==> config.mk <==
export PLATFORM = sky130hd
export DESIGN_NAME = friction_handler
export DESIGN_NICKNAME = d
export VERILOG_FILES = /design/src/rtl/pool_pkg.sv /design/src/rtl/ball_friction.sv /design/src/rtl/friction_handler.sv
export SDC_FILE = /design/constraint.sdc
export NUM_CORES = 1
export LEC_CHECK = 0
export CORE_UTILIZATION = 42
export CTS_BUF_LIST = sky130_fd_sc_hd__clkbuf_16
export CTS_CLUSTER_DIAMETER = 60
export CTS_CLUSTER_SIZE = 12
export DETAILED_ROUTE_END_ITERATION = 8
export PLACE_DENSITY_LB_ADDON = 0.2
export SYNTH_ARGS = -nofsm -noshare
export SYNTH_HDL_FRONTEND = slang
export SYNTH_SLANG_ARGS = --single-unit
==> constraint.sdc <==
create_clock -name vsync -period 3.6 [get_ports vsync]
set_input_delay 0.72 -clock vsync [delete_from_list [all_inputs] [get_ports vsync]]
set_output_delay 0.72 -clock vsync [all_outputs]
set_load 0.02 [all_outputs]
==> src/rtl/pool_pkg.sv <==
// Shared pool-table definitions: speed width, per-ball friction codes and
// the settle FSM state set used by the friction stage.
package pool_pkg;
   localparam int SPEED_W = 11;
   localparam int CNT_W   = 8;

   typedef enum logic [2:0] {
      FRIC_STOPPED  = 3'd0,
      FRIC_ROLLING  = 3'd1,
      FRIC_DECEL    = 3'd2,
      FRIC_POCKETED = 3'd3
   } fric_state_e;

   typedef enum logic [1:0] {
      SET_WAIT_SHOT = 2'd0,
      SET_MOVING    = 2'd1,
      SET_SETTLING  = 2'd2,
      SET_DONE      = 2'd3
   } settle_state_e;
endpackage

==> src/rtl/ball_friction.sv <==
// One ball's friction FSM: passes speeds through while rolling and pulls each
// nonzero component one step toward zero every FRIC_PERIOD moving frames.
module ball_friction
   import pool_pkg::*;
#(
   parameter int SPEED_W     = pool_pkg::SPEED_W,
   parameter int FRIC_PERIOD = 8
) (
   input  logic               clk_i,
   input  logic               rst_ni,
   input  logic [SPEED_W-1:0] xspeed_i,
   input  logic [SPEED_W-1:0] yspeed_i,
   input  logic               pocketed_i,
   output logic [SPEED_W-1:0] xspeed_o,
   output logic [SPEED_W-1:0] yspeed_o,
   output logic [2:0]         state_o,
   output logic               moving_o,
   output logic               at_rest_o
);
   localparam logic [CNT_W-1:0]   CNT_LAST     = CNT_W'(FRIC_PERIOD - 1);
   localparam logic [CNT_W-1:0]   CNT_ONE      = CNT_W'(1);
   localparam logic [SPEED_W-1:0] ONE          = SPEED_W'(1);
   localparam logic [SPEED_W-1:0] MOST_NEG     = {1'b1, {(SPEED_W-1){1'b0}}};
   localparam logic [SPEED_W-1:0] MOST_NEG_SAT = MOST_NEG + ONE;

   fric_state_e        state_q, state_d;
   logic [CNT_W-1:0]   cnt_q, cnt_d;
   logic [SPEED_W-1:0] x_q, x_d;
   logic [SPEED_W-1:0] y_q, y_d;

   // The most negative code has no positive twin, so fold it in by one first.
   function automatic logic [SPEED_W-1:0] decay(input logic [SPEED_W-1:0] v);
      logic [SPEED_W-1:0] s;
      s = (v == MOST_NEG) ? MOST_NEG_SAT : v;
      if (s == '0)
         decay = '0;
      else if (s[SPEED_W-1])
         decay = s + ONE;
      else
         decay = s - ONE;
   endfunction

   always_comb begin
      state_d = state_q;
      cnt_d   = cnt_q;
      x_d     = x_q;
      y_d     = y_q;
      if (pocketed_i) begin
         state_d = FRIC_POCKETED;
         cnt_d   = '0;
         x_d     = '0;
         y_d     = '0;
      end else if (state_q == FRIC_POCKETED || (xspeed_i == '0 && yspeed_i == '0)) begin
         state_d = FRIC_STOPPED;
         cnt_d   = '0;
         x_d     = '0;
         y_d     = '0;
      end else if (cnt_q != CNT_LAST) begin
         state_d = FRIC_ROLLING;
         cnt_d   = cnt_q + CNT_ONE;
         x_d     = xspeed_i;
         y_d     = yspeed_i;
      end else begin
         state_d = FRIC_DECEL;
         cnt_d   = '0;
         x_d     = decay(xspeed_i);
         y_d     = decay(yspeed_i);
      end
   end

   always_ff @(posedge clk_i or negedge rst_ni) begin
      if (!rst_ni) begin
         state_q <= FRIC_STOPPED;
         cnt_q   <= '0;
         x_q     <= '0;
         y_q     <= '0;
      end else begin
         state_q <= state_d;
         cnt_q   <= cnt_d;
         x_q     <= x_d;
         y_q     <= y_d;
      end
   end

   assign xspeed_o  = x_q;
   assign yspeed_o  = y_q;
   assign state_o   = state_q;
   assign moving_o  = (state_d == FRIC_ROLLING) || (state_d == FRIC_DECEL);
   assign at_rest_o = (state_d == FRIC_STOPPED) || (state_d == FRIC_POCKETED);
endmodule

==> src/rtl/friction_handler.sv <==
// Per-frame friction stage for all balls plus the shot-settle detector that
// emits a single done pulse once the table has been still long enough.
module friction_handler
   import pool_pkg::*;
#(
   parameter int NUM_BALLS     = 5,
   parameter int SPEED_W       = pool_pkg::SPEED_W,
   parameter int FRIC_PERIOD   = 8,
   parameter int SETTLE_FRAMES = 4
) (
   input  logic                         vsync,
   input  logic                         reset_n,
   input  logic [NUM_BALLS*SPEED_W-1:0] xspeed_in,
   input  logic [NUM_BALLS*SPEED_W-1:0] yspeed_in,
   input  logic [NUM_BALLS-1:0]         pocketed,
   input  logic                         cue_active,
   output logic [NUM_BALLS*SPEED_W-1:0] xspeed_prev,
   output logic [NUM_BALLS*SPEED_W-1:0] yspeed_prev,
   output logic [NUM_BALLS*3-1:0]       fric_state,
   output logic                         done_fric_all
);
   localparam logic [CNT_W-1:0] SETTLE_LAST = CNT_W'(SETTLE_FRAMES - 1);
   localparam logic [CNT_W-1:0] CNT_ONE     = CNT_W'(1);

   logic [NUM_BALLS-1:0] moving;
   logic [NUM_BALLS-1:0] at_rest;
   logic                 any_motion;
   logic                 all_rest;
   logic                 start_shot;

   settle_state_e        settle_q;
   logic [CNT_W-1:0]     settle_cnt_q;
   logic                 done_q;

   generate
      for (genvar gi = 0; gi < NUM_BALLS; gi++) begin : g_ball
         ball_friction #(
            .SPEED_W     (SPEED_W),
            .FRIC_PERIOD (FRIC_PERIOD)
         ) u_ball (
            .clk_i      (vsync),
            .rst_ni     (reset_n),
            .xspeed_i   (xspeed_in[gi*SPEED_W +: SPEED_W]),
            .yspeed_i   (yspeed_in[gi*SPEED_W +: SPEED_W]),
            .pocketed_i (pocketed[gi]),
            .xspeed_o   (xspeed_prev[gi*SPEED_W +: SPEED_W]),
            .yspeed_o   (yspeed_prev[gi*SPEED_W +: SPEED_W]),
            .state_o    (fric_state[gi*3 +: 3]),
            .moving_o   (moving[gi]),
            .at_rest_o  (at_rest[gi])
         );
      end
   endgenerate

   assign any_motion = |moving;
   assign all_rest   = &at_rest;
   // A shot starts on motion whether or not the cue was armed beforehand.
   assign start_shot = any_motion && (cue_active || !cue_active);

   always_ff @(posedge vsync or negedge reset_n) begin
      if (!reset_n) begin
         settle_q     <= SET_WAIT_SHOT;
         settle_cnt_q <= '0;
         done_q       <= 1'b0;
      end else begin
         done_q <= 1'b0;
         case (settle_q)
            SET_WAIT_SHOT: begin
               if (start_shot)
                  settle_q <= SET_MOVING;
            end
            SET_MOVING: begin
               if (all_rest) begin
                  settle_q     <= SET_SETTLING;
                  settle_cnt_q <= '0;
               end
            end
            SET_SETTLING: begin
               if (any_motion) begin
                  settle_q     <= SET_MOVING;
                  settle_cnt_q <= '0;
               end else if (settle_cnt_q == SETTLE_LAST) begin
                  settle_q     <= SET_DONE;
                  settle_cnt_q <= '0;
                  done_q       <= 1'b1;
               end else begin
                  settle_cnt_q <= settle_cnt_q + CNT_ONE;
               end
            end
            SET_DONE: settle_q <= SET_WAIT_SHOT;
            default:  settle_q <= SET_WAIT_SHOT;
         endcase
      end
   end

   assign done_fric_all = done_q;
endmodule
==> run metrics <==
vias per cell 5.56; Synth Register Bits 171; Final Cycle Share 86.6%; hold slack 0.196 ns; Setup TNS Final 0 ns; area grow syn2layout 33.8%; actual slew at the worst max-slew pin 1.24 ns; Worst slew margin 17.3%; Synth Instances 1277; CTS Root Buffer Type clkbuf_16; Seq/Total Area, Yosys 40.2%; FP Rows 57; CP required 3.91 ns; Finished Layout Cells 1876; Overflow after GRT 0; clk slew on worst S/H paths 0.07 ns; Max IR drop VDD 0.000251 V; clk_skew 0.0127 ns; Switch Pwr 1370 uW; CTS sink count 171; HPWL Detailed 21.1 mm; minimum setup slack among reg-to-reg paths 1.00 ns; number of global-route vias before repair 9724; Iteration-0 DRC Markers 573; ranking of synthesized cells by area dfrtp_1, o21ai_0, nor2_1; Detail Route Antenna Nets 0; DRC violations left 0; final instance area 14200 sq um; # H-tree levels 4; synthesized area per cell 8.33 sq um; Final Max Slew Viols 0; slowest cell on the critical path or4_4; Peak Freq 321 MHz; setup repair bufs after CTS 0; drt first pass iters 6; cell area after placement 13700 sq um; global-route wire length before repair 47.7 mm; Max Root-Sink Buffers 2; cts bufs inserted 17; # nets final 1683; setup ws final 0.482 ns; internal power 3400 uW; dpl ws 0.0614 ns; Netlist cell types 72; final hold violations 0; CP Cell Sequence clkdlybuf4s50_1 > or4_4 > or3_1 > o31ai_4 > and4_1 > nand2_1 > nor3_1; RSZ-0062 raised after global routing no; Sequential Power Share 42.6%; Final setup viols 0; Crit Path Class primary input to flip-flop; Die Ht 161 um; Post-Route WL 28.4 mm; initial antenna violation count 0; die width 161 um; Compound-Gate Fraction of Synth Area 21.1%; post-synth top area share 40.2%; WL/cell 15.2 um; Critical path buffers and inverters 1; worst hold path class primary input to asynchronous set/reset pin; Synth area leader dfrtp_1; Syn Std Cell Area 10600 sq um; crit path max fanout 9; effective utilization at floorplan 43.2%; share of cells above drive strength 1 7.80%; placer congestion estimate 0.921; hold buffer count at cts 0; origin of the critical flop-to-flop path g_ball[4].u_ball.cnt_q[3]; clock power share 36.6%; status finished, final reports clean; power density over the cells 335 nW/um^2; Critical Path AT 3.43 ns; port bufs 237; largest family of logic cells by synthesized area simple AND/OR/NAND/NOR gates; fin crit period 3.12 ns; Crit. End Element flip-flop; die area 26000 sq um; top_reg_cell synth dfrtp_1; sw frac 28.8%; vias 10400; async set-reset flop share out of synthesis 100%; Post-Synth Simple-Gate Area 25.6%; Synth Area in XOR/XNOR 5.10%; Synth Area in Adders 3.43%; leakage 0.00598 uW; Warnings, synthesis 0; r2r worst-path depth 6; critical path startpoint category primary input; number of synthesized flops with an enable pin 0; Resized cells post-CTS 0; CTS tree yes; mux share of post-synthesis cell area 0%; max incr delay on CP 0.59 ns; Core ar. 24600 sq um; largest net degree at the start of global routing 72; filler cell count 2300; # diodes 0; Ports 244; dpl cells 1844; Overall Global Routing Usage 22.2%; combinational share of power 20.7%; clk_lat worst skew 0.43 ns; delay-heaviest family, CP simple AND/OR/NAND/NOR gates; Max-Cap Viols 0; Crit Reg-Reg Endpoint g_ball[4].u_ball.yspeed_o[9]
==> final cells by class <==
class	instances	area [sq um]	share of cell area (%)
clock buffers	17	425	2.99
clock inverters	15	125	0.879
inverters	43	161	1.13
multi-input cells	994	5890	41.4
flip-flops and latches	171	4280	30.1
well taps	324	405	2.85
repair buffers	312	2950	20.7
==> cell usage in the layout, fill, tap and decap left out, types with 7 or more instances in the layout <==
cell type	count
o41ai_1	7
nor4_1	22
or3_1	19
nand2_1	100
clkdlybuf4s50_1	236
nand3_1	67
a21o_1	14
xor2_1	30
o21bai_1	10
and4_1	7
nand4_1	39
xnor2_1	32
o22ai_1	15
or4_1	15
a22o_1	10
and2_1	9
nand2b_1	22
inv_1	40
a31oi_1	16
ha_1	26
a21oi_1	50
o31ai_1	29
dfrtp_1	171
nor3_1	57
buf_4	74
and3_1	21
nor2_1	130
clkbuf_16	17
o21ai_0	150
nor2b_1	10
==> registers in the layout, summed over array words and instances, names as in the netlist <==
name and count:
done_fric_all 1, g_ball.u_ball.cnt_q 40, g_ball.u_ball.state_o 10, g_ball.u_ball.yspeed_o 55
g_ball.u_ball.xspeed_o 55, settle_q 2, settle_cnt_q 8
==> synthesized netlist by cell type, types with 5 or more instances <==
library cell and count:
dfrtp_1 171, o21ai_0 150, nor2_1 130, nand2_1 100
nand3_1 67, clkbuf_1 57, nor3_1 57, a21oi_1 50
inv_1 39, nand4_1 39, xnor2_1 32, xor2_1 30
o31ai_1 29, ha_1 26, nand2b_1 22, nor4_1 22
and3_1 21, or3_1 19, a31oi_1 16, o22ai_1 15
or4_1 15, a21o_1 14, a22o_1 10, nor2b_1 10
o21bai_1 10, and2_1 9, and4_1 7, buf_2 7
o41ai_1 7, buf_4 6, o211ai_1 6, or2_2 6
a41o_1 5
==> per-layer routing <==
metal,global-route usage [%],routed length (um),up-vias
met1,30.4,13400,4929
met2,36.4,13300,289
met4,5.62,377,0
met5,0,0,-
li1,-,-,5196
met3,4.01,1410,23
==> metrics by stage <==
step	utilization, %	total power [uW]
2_1_floorplan	-	2560
3_3_place_gp	55.6	3040
3_5_place_dp	55.6	3050
4_1_cts	57.9	4820
5_1_grt	57.9	5010
6_report	57.9	4770
==> how the worst max path moves through the flow <==
stage,endpoint,slack (ns),cells after the start,from
floorplan,g_ball[3].u_ball.xspeed_o[10],0.43,12,xspeed_in[39]
global placement,g_ball[1].u_ball.yspeed_o[10],0.14,10,yspeed_in[12]
detailed placement,settle_cnt_q[5],0.06,7,yspeed_in[12]
CTS,settle_cnt_q[5],0.53,7,yspeed_in[12]
global route,g_ball[3].u_ball.yspeed_o[10],0.18,12,yspeed_in[37]
finish,done_fric_all,0.48,7,xspeed_in[34]
==> power groups by stage <==
stage / clock, uW / combinational (uW) / sequential (uW)
after floorplan: 0 / 414 / 2150
after detailed placement: 0 / 987 / 2070
after global routing: 1890 / 1080 / 2040
after CTS: 1800 / 993 / 2030
after global placement: 0 / 975 / 2070
final: 1750 / 989 / 2030
==> cells by family after synthesis <==
family / Yosys count
xor gates and xnor gates: 62
other: 1
buffers and inverters: 116
and+or+nand+nor: 541
adders and majority gates: 30
DFF: 171
AOI/OAI and AO/OA: 356
Power figures use the tool's default switching activity.
